[src/rtl/fetch_stage.sv]
// rtl/fetch_stage.sv - instruction fetch stage: sequential fetch, stall hold, branch redirect, halt on HALT_WORD.
module fetch_stage #(
  parameter int               ADDR_W       = 10,
  parameter logic [ADDR_W-1:0] RESET_VECTOR = '0,
  parameter logic [31:0]      HALT_WORD    = 32'hFFFF_FFFF
) (
  input  logic              clk,
  input  logic              rst_n,
  output logic [ADDR_W-1:0] imem_addr,
  input  logic [31:0]       imem_dout,
  input  logic              stall,
  input  logic              branch_taken,
  input  logic [ADDR_W-1:0] branch_target,
  output logic [31:0]       instr,
  output logic [ADDR_W-1:0] instr_pc,
  output logic              instr_valid,
  output logic              halted,
  output logic [15:0]       fetch_count
);

  typedef enum logic [1:0] {
    BOOT   = 2'd0,
    RUN    = 2'd1,
    HALTED = 2'd2
  } state_t;

  state_t            state_q;
  state_t            state_d;
  logic [ADDR_W-1:0] pc_q;
  logic              vld_q;
  logic [15:0]       count_q;
  logic              accept;

  assign instr       = imem_dout;
  assign instr_pc    = pc_q;
  assign fetch_count = count_q;
  assign accept      = instr_valid & ~stall;

  always_ff @(posedge clk or negedge rst_n) begin
    if (!rst_n) begin
      state_q <= BOOT;
    end else begin
      state_q <= state_d;
    end
  end

  // Only an accepted HALT_WORD stops fetch; stalled or squashed ones do not.
  always_comb begin
    state_d = state_q;
    case (state_q)
      BOOT:    state_d = RUN;
      RUN:     if (accept && (imem_dout == HALT_WORD)) state_d = HALTED;
      HALTED:  state_d = HALTED;
      default: state_d = BOOT;
    endcase
  end

  always_comb begin
    imem_addr   = RESET_VECTOR;
    instr_valid = 1'b0;
    halted      = 1'b0;
    case (state_q)
      BOOT: imem_addr = RESET_VECTOR;
      RUN: begin
        instr_valid = vld_q & ~branch_taken;
        if (branch_taken)  imem_addr = branch_target;
        else if (stall)    imem_addr = pc_q;
        else               imem_addr = pc_q + ADDR_W'(1);
      end
      HALTED: begin
        imem_addr = pc_q;
        halted    = 1'b1;
      end
      default: imem_addr = RESET_VECTOR;
    endcase
  end

  // pc_q tracks the address the memory latched, so it names the data on imem_dout.
  always_ff @(posedge clk or negedge rst_n) begin
    if (!rst_n) begin
      pc_q    <= RESET_VECTOR;
      vld_q   <= 1'b0;
      count_q <= '0;
    end else begin
      pc_q  <= imem_addr;
      vld_q <= 1'b1;
      if (accept && (count_q != 16'hFFFF)) begin
        count_q <= count_q + 16'd1;
      end
    end
  end

endmodule

[config.mk]
export PLATFORM = sky130hd
export DESIGN_NAME = fetch_stage
export DESIGN_NICKNAME = d
export VERILOG_FILES = /design/src/rtl/fetch_stage.sv
export SDC_FILE = /design/constraint.sdc
export NUM_CORES = 1
export LEC_CHECK = 0
export BUFFER_PORTS_ARGS = -buffer_cell sky130_fd_sc_hd__buf_2
export CAP_MARGIN = 30
export CORE_MARGIN = 2
export CORE_UTILIZATION = 40
export DETAILED_ROUTE_END_ITERATION = 16
export PLACE_DENSITY_LB_ADDON = 0.2
export SKIP_CTS_REPAIR_TIMING = 1
export SYNTH_ARGS = -nofsm -noshare
export SYNTH_HDL_FRONTEND = slang
export SYNTH_SLANG_ARGS = --single-unit
export TNS_END_PERCENT = 5
[constraint.sdc]
create_clock -name clk -period 1.9 [get_ports clk]
set_clock_uncertainty 0.05 [all_clocks]
set_input_delay 0 -clock clk [delete_from_list [all_inputs] [get_ports clk]]
set_output_delay 0 -clock clk [all_outputs]
set_load 0.02 [all_outputs]
### After elaboration in Yosys (flattened, before gate mapping)

Index checks and enable logic that the tools add are counted.
Widths: inputs -> output; s select.

* bits in registers: 29
* output and inout bits: 70
* logic and storage cells: 25

* $add $sub $neg: 2
* eq/ne operators: 5
* mux-type cells: 7
* bitwise gates (word level): 4
* reductions and logical operators: 3

Operators by type and width (number)
* $eq 32x32->1 const B: 1
* $mux 10: 2
* $pmux 10 s2: 1
* $add 16x1->16 const B: 1
* $ne 16x16->1 const B: 1
* $add 10x1->10 const B: 1
* $pmux 2 s3: 1
* $and 1x1->1: 2
* $eq 2x1->1 const B: 1
* $eq 2x2->1 const B: 1
* $logic_and 1x1->1: 2
* $logic_not 2->1: 1
* $mux 1: 2
* $mux 2: 1
* $ne 2x2->1 const B: 1
* $not 1->1: 2

### Depth between registers and ports, before layout

Gate-level depths: netlist of run 1.

* depth after elaboration: 7
* gate-level depth with buffers: 8

### Least setup slack after synthesis of run 1

OpenSTA, ideal clock, no wires.

* path type: reg-to-reg
* start: reg state_q[1]
* end: reg count_q[13] (netlist: fetch_count[13])
* arrival: 1.955 ns
* required time: 1.770 ns
* setup slack: -0.185 ns
* cell stages (with the launch flop): 9
* buffers on the path: 2
* period minus slack after synthesis: 2.085 ns
* cell sequence: dfrtp_1 inv_1 ha_1 clkbuf_2 nand4bb_4 buf_6 or4b_4 nor4_1 xor2_1

* cells in the longest elaborated chain, start to end: 4

Ends and longest elaborated chain
* start, declared: line 27 `state_t state_q;`
* start signal, assigned: line 43 `state_q <= state_d;`
* $eq 2x1->1: line 62 `case (state_q)`
* $mux 1: line 62
* $and 1x1->1: line 37 `assign accept = instr_valid & ~stall;`
* $logic_and 1x1->1: line 87 `if (accept && (count_q != 16'hFFFF)) begin`
* end signal, assigned: line 88 `count_q <= count_q + 16'd1;`
* end, declared: line 31 `logic [15:0] count_q;`

No other way between the ends.
A chain may end at the register's enable or synchronous reset.

### Worst setup path after layout of run 1

* start: reg state_q[0]
* end: out imem_addr[2]

* cells in the longest elaborated chain, start to end: 2

Ends and longest elaborated chain
* $eq 2x2->1 or $eq 2x1->1 (tied branches): line 62
* $pmux 10 s2 (*): line 62
* end, declared: line 9 `output logic [ADDR_W-1:0] imem_addr,`

Every way passes the cells marked *; elsewhere a longest branch is shown, timed or not.

==> flow_summary.json, run 1 <==
{
  "status": "finished, violations left",
  "violations": "negative hold slack, negative setup slack",
  "area_growth_syn_to_layout_pct": 39.41,
  "gr-total-overflow": 0,
  "seq_area_um2": 725.7,
  "netlist_area_um2": 2038,
  "holdWs_ps": -0.5023,
  "ys_ff_latch": 29,
  "ir_worst_vdd_mv": 0.6250,
  "fin_ws_ps": -0.09814,
  "setup-violations-final": 1,
  "start_util": 0.4231,
  "synth_top_family_by_area": "simple AND/OR/NAND/NOR gates",
  "synth_compound_area_frac": 0.1019,
  "startpoint": "state_q[0]",
  "layout_worst_path_cycle_share": 1.000,
  "cp_common_cell": "buf_4",
  "synth-edff-count": 0,
  "r2r_slack_ps": 30,
  "cp_max_fo": 6,
  "gp_congestion": 0.8376,
  "power.leakage_nw": 1.484,
  "place_ws_ps": 8.278,
  "ys_warn_count": 0,
  "cp.required_ps": 1850,
  "max_stage_delay_ps": 390,
  "fill_cells": 447,
  "powerDensity_nw_per_um2": 746.6,
  "place_inst": 373,
  "grt_pass1_wl_mm": 8.093,
  "final_common_cell": "buf_2",
  "drt-total-wl_mm": 5.739,
  "maxCapViolCount": 0,
  "fin_nets": 374,
  "clkTransAtPathRegs_ps": 60,
  "cts_buffers": 5,
  "dr_total_vias": 2025,
  "ant_nets": 0,
  "io_pins": 116,
  "synth_nets": 270,
  "die_h_um": 75.38,
  "synth_xor_area_frac": 0.07735,
  "cts-root-buf": "clkbuf_8",
  "drv_slew": 0,
  "drtIter0Drc": 70,
  "rr_startpoint": "state_q[1]",
  "crit_end": "imem_addr[2]",
  "rsz0062_at_grt": "yes",
  "track_usage": 0.1914,
  "grt_start_max_net_pins": 30,
  "diodes": 0,
  "yosysSeqAreaShare": 0.3560,
  "fin_crit_ps": 1900,
  "muxShareOfSynthArea": 0.03254,
  "setup_tns_ps": -0.09814,
  "synth_cell_types": 44,
  "clkLatencyLatePin_ps": 290,
  "cts.sinks": 29,
  "syn_avg_cell_area_um2": 9.307,
  "routed_via_density": 5.179,
  "die_w_um": 75.38,
  "yosys.area_share.simple": 0.2443,
  "critical_path_depth": 8,
  "antenna_found_initial": 0,
  "place_area_um2": 2545,
  "drc": 0,
  "synth_ff_type": "dfrtp_1",
  "tightest_slew_ps": 661.0,
  "crit_buf_inv": 5,
  "timing.rr.end": "fetch_count[11]",
  "dp_hpwl_mm": 4.264,
  "async_reset_ff_frac": 1.000,
  "reg2reg_depth": 6,
  "layout_common_cells": "buf_2, dfrtp_1, buf_4",
  "max_slew_margin": 0.5594,
  "syn-instance-count": 219,
  "fp.coreArea_um2": 4817,
  "cts_buffer_depth": 2,
  "min_path_cells": 3,
  "synth-adder-area-share": 0.03069,
  "multiInputGateArea_um2": 1105,
  "p_total_mw": 2.121,
  "end_kind": "output port",
  "crit_family": "buffers and inverters",
  "num_rows": 25,
  "crit_type": "register to output port",
  "hold_class": "input port to register",
  "h-tree-depth": 2,
  "die-area_um2": 5682,
  "fmax_mhz": 526.3,
  "crit_arrival_ps": 1850,
  "drive_gt1_frac": 0.5062,
  "first_pass_iters": 4,
  "tritoncts": "built",
  "cp-start-kind": "register",
  "fin_area_um2": 2841,
  "grt_pass1_vias": 1768,
  "io_buffers": 115,
  "slowest_stage": "dfrtp_1",
  "worstPathCellList": "buf_4 -> ha_4 -> buf_4 -> clkbuf_16 -> buf_4 -> a22oi_1 -> nor2b_1 -> buf_4",
  "hold_viol": 1,
  "layoutNonFillerInstCount": 391,
  "routedWlPerCell_um": 14.68
}
-- synth_stat cells, types with 5 or more instances --
library cell	number	area, µm²
nand2_1	18	67.56
nand3_1	7	35.03
nand4_1	17	106.4
nor3_1	8	40.04
xor2_1	14	122.6
dfrtp_1	29	725.7
nor2b_1	7	43.79
nor2_1	6	22.52
ha_1	5	62.56
o21ai_0	5	25.02
buf_4	32	240.2
inv_1	8	30.03
-- worst reg2reg max path, cell delays in order (launching register included) --
cell       delay, ps
dfrtp_1          410
inv_2            120
ha_4             180
nand4bb_4        110
or4b_4           580
nor3_2           190
xor2_1           150
-- cell families (layout without fill, tap and decap cells) --
logic type | count (synthesis) | in the layout
and+or+nand+nor | 84 | 84
buffers and inverters | 48 | 153
DFF | 29 | 29
AOI/OAI and AO/OA | 28 | 28
xor gates and xnor gates | 18 | 18
muxes | 6 | 6
adders and majority gates | 5 | 5
other | 1 | 1
-- registers in the layout, indices dropped and copies added (netlist names) --
signal	flops
instr_pc	10
fetch_count	16
state_q	2
vld_q	1
-- through the flow --
step | hold WS, ps | util
5_1_grt | 13.86 | 0.5899
4_1_cts | -284.0 | 0.5525
2_1_floorplan | -345.6 | -
3_5_place_dp | 29.54 | 0.5283
6_report | -0.5023 | 0.5899
3_3_place_gp | 25.30 | 0.5283
-- where the power goes --
part / leakage [nW] / internal, mW / total (mW) / switching, mW
sequential: 0.362 / 0.696 / 0.788 / 0.0924
combinational: 1.06 / 0.264 / 0.657 / 0.393
clock: 0.0585 / 0.427 / 0.676 / 0.249
-- routing by layer --
layer  vias to the layer above  wire length, µm  global-route usage
li1                        965                -                   -
met1                       957             2471              0.2401
met2                        92             2716              0.3198
met3                        11              460             0.05159
met4                         0               89             0.06433
met5                         -                0                   0
-- layout make-up --
type,count,area share
Multi-Input combinational cell,142,0.3888
Timing Repair Buffer,137,0.2748
Sequential cell,29,0.2554
Clock buffer,7,0.03038
Tap cell,67,0.02950
Clock inverter,1,0.01057
Inverter,8,0.01057
-- how the worst min path moves through the flow --
| stage | start | to | slack (ps) |
|---|---|---|---|
| global route | branch_target[9] | instr_pc[9] | 10 |
| CTS | rst_n | instr_pc[5] | -280 |
| global placement | rst_n | instr_pc[5] | 30 |
| detailed placement | rst_n | instr_pc[3] | 30 |
| floorplan | rst_n | fetch_count[0] | -350 |
| finish | branch_target[9] | instr_pc[9] | -0.5 |
No activity file was read; power rests on OpenSTA's default activity.
==> inputs of run 2 (changes only) <==
--- a/config.mk
+++ b/config.mk
@@ -5,10 +5,11 @@
 export SDC_FILE = /design/constraint.sdc
 export NUM_CORES = 1
 export LEC_CHECK = 0
-export BUFFER_PORTS_ARGS = -buffer_cell sky130_fd_sc_hd__buf_2
+export ABC_AREA = 1
+export BUFFER_PORTS_ARGS = -buffer_cell sky130_fd_sc_hd__buf_4
 export CAP_MARGIN = 30
 export CORE_MARGIN = 2
-export CORE_UTILIZATION = 40
+export CORE_UTILIZATION = 41
 export DETAILED_ROUTE_END_ITERATION = 16
 export PLACE_DENSITY_LB_ADDON = 0.2
 export SKIP_CTS_REPAIR_TIMING = 1
==> run 2 against run 1 <==
Effect of this change:
- the run now ends clean
- non-clock buffer count is 15 lower
- total power increased by 1.3%
- cell area grew 8.5%
- synthesized area is 6.8% higher
- wire length rose by 2.4%
- register-to-register slack improved by 150 ps
- sequential power is 3.6% higher
- count of clock-buffer cells in the layout is the same
- utilization rose by 1.4 points
- critical path depth down 3
- critical endpoint is now imem_addr[5]
==> flow_summary.json, run 2 <==
{
  "r2r_slack_ps": 180,
  "layoutNonFillerInstCount": 476,
  "h-tree-depth": 2,
  "cts_buffers": 5,
  "first_pass_iters": 4,
  "status": "finished, final reports clean",
  "timing.rr.end": "fetch_count[15]",
  "routedWlPerCell_um": 12.34,
  "tritoncts": "built",
  "dp_hpwl_mm": 4.298,
  "holdWs_ps": 42.26,
  "fmax_mhz": 545.7,
  "dr_total_vias": 2234,
  "gr-total-overflow": 0,
  "synth_area_leaders": "dfrtp_1, nand2_1, buf_4, nor2_1, nand3_1",
  "layout_worst_path_cycle_share": 0.9645,
  "io_pins": 116,
  "drive_gt1_frac": 0.3793,
  "die_h_um": 76.85,
  "drt-total-wl_mm": 5.875,
  "seq_area_um2": 726.9,
  "synth.top_cell.area_share": 0.3335,
  "drtIter0Drc": 106,
  "powerDensity_nw_per_um2": 697.1,
  "track_usage": 0.2000,
  "reg2reg_depth": 8,
  "netlist_area_um2": 2176,
  "synth_most_common_cell": "nand2_1",
  "synth_commonest_cells": "nand2_1, nor2_1, buf_4, dfrtp_1",
  "min_path_cells": 3,
  "syn_avg_cell_area_um2": 6.974,
  "worstHoldEndpoint": "instr_pc[2]",
  "cp-start-kind": "register",
  "crit_arrival_ps": 1780,
  "hold_start": "branch_target[2]",
  "layout_common_cells": "buf_4, nand2_1, nor2_1",
  "async_reset_ff_frac": 1.000,
  "final_core_util": 0.6034,
  "cts.sinks": 29,
  "p_total_mw": 2.148,
  "start_util": 0.4260,
  "final_common_cell": "buf_4",
  "fp.coreArea_um2": 5107,
  "rr_startpoint": "fetch_count[0]",
  "drv_slew": 0,
  "setup-violations-final": 0,
  "syn-instance-count": 312,
  "drc": 0,
  "hold_viol": 0,
  "gp_congestion": 0.8672,
  "yosysTopAreaCell": "dfrtp_1",
  "end_kind": "output port",
  "synth_cell_types": 26,
  "synth_nets": 363,
  "ir_worst_vdd_mv": 0.6799,
  "synth_ff_type": "dfrtp_1",
  "fin_crit_ps": 1833,
  "yosysSeqAreaShare": 0.3335,
  "io_buffers": 115,
  "diodes": 0,
  "setup_tns_ps": 0,
  "hold_class": "input port to register",
  "cts-root-buf": "clkbuf_8",
  "cts_buffer_depth": 2,
  "fill_cells": 502,
  "place_inst": 465,
  "fin_nets": 457,
  "power.leakage_nw": 1.540,
  "multiInputGateArea_um2": 1166,
  "cp_max_fo": 5,
  "largest_reg_flops": 16,
  "synth-edff-count": 0,
  "die-area_um2": 5906,
  "area_growth_syn_to_layout_pct": 41.63,
  "ys_ff_latch": 29,
  "grt_start_max_net_pins": 30,
  "grt_pass1_wl_mm": 9.494,
  "rsz0062_at_grt": "yes",
  "antenna_found_initial": 0,
  "num_rows": 26,
  "clkLatencyLatePin_ps": 280,
  "crit_type": "register to output port",
  "maxCapViolCount": 0,
  "cp.required_ps": 1850,
  "grt_pass1_vias": 2041,
  "routed_via_density": 4.693,
  "ant_nets": 0,
  "clkTransAtPathRegs_ps": 70,
  "ys_warn_count": 0,
  "die_w_um": 76.85
}
-- run 2: changes by cell type after synthesis, moves of 5 or more --
cell	before	now
nand2_1	18	103
xor2_1	14	5
nor3_1	8	3
nor2b_1	7	0
nor2_1	6	45
nand3_1	7	16
a21oi_1	1	11
nand4_1	17	3
inv_1	8	16
o21ai_0	5	11
nand3b_1	0	5
-- run 2: cell type report --
type | instances | area share
Multi-Input combinational cell | 227 | 0.3784
Timing Repair Buffer | 122 | 0.2992
Sequential cell | 29 | 0.2359
Tap cell | 70 | 0.02842
Clock buffer | 7 | 0.02801
Inverter | 20 | 0.02761
Timing Repair inverter | 1 | 0.002436
-- run 2: per-layer routing --
metal,wire length (µm),global-route usage
met4,92,0.07636
met3,384,0.05647
met1,2500,0.2430
met2,2897,0.3351
met5,0,0
-- run 2: cell families after synthesis --
| group | share of synthesized area |
|---|---|
| simple gates | 0.3542 |
| buf+inv | 0.1599 |
| xor+xnor | 0.05233 |
| other cells | 0.001723 |
| compound gates | 0.06958 |
| fa+ha+maj | 0.02875 |
| flops | 0.3335 |
-- run 2: power breakdown --
part | total (mW) | leakage (nW) | internal (mW) | switching [mW]
logic | 0.807 | 1.14 | 0.367 | 0.439
registers | 0.816 | 0.360 | 0.702 | 0.114
clock network | 0.525 | 0.0443 | 0.287 | 0.238
-- run 2: worst max path at each step --
stage | start | to | slack (ps) | depth (start not counted)
4_1_cts | state_q[0] | imem_addr[1] | -9 | 5
2_1_floorplan | state_q[1] | fetch_count[7] | 150 | 11
6_report | state_q[0] | imem_addr[5] | 70 | 5
5_1_grt | state_q[1] | imem_addr[5] | -30 | 8
3_3_place_gp | fetch_count[0] | fetch_count[15] | 240 | 8
3_5_place_dp | fetch_count[0] | fetch_count[4] | 150 | 8
-- run 2: stage by stage --
step                setup slack, ps  cell area (µm²)
floorplan                     150.0             2176
global placement              236.2             2887
detailed placement            148.6             2887
CTS                          -9.248             2973
global route                 -25.67             3082
finish                        67.43             3082
-- run 2: worst max-delay path: stages (launching register included) --
cell and delay (ps):
dfrtp_1 410, inv_1 100, ha_2 410, clkinvlp_4 190, a21oi_1 210, buf_4 180
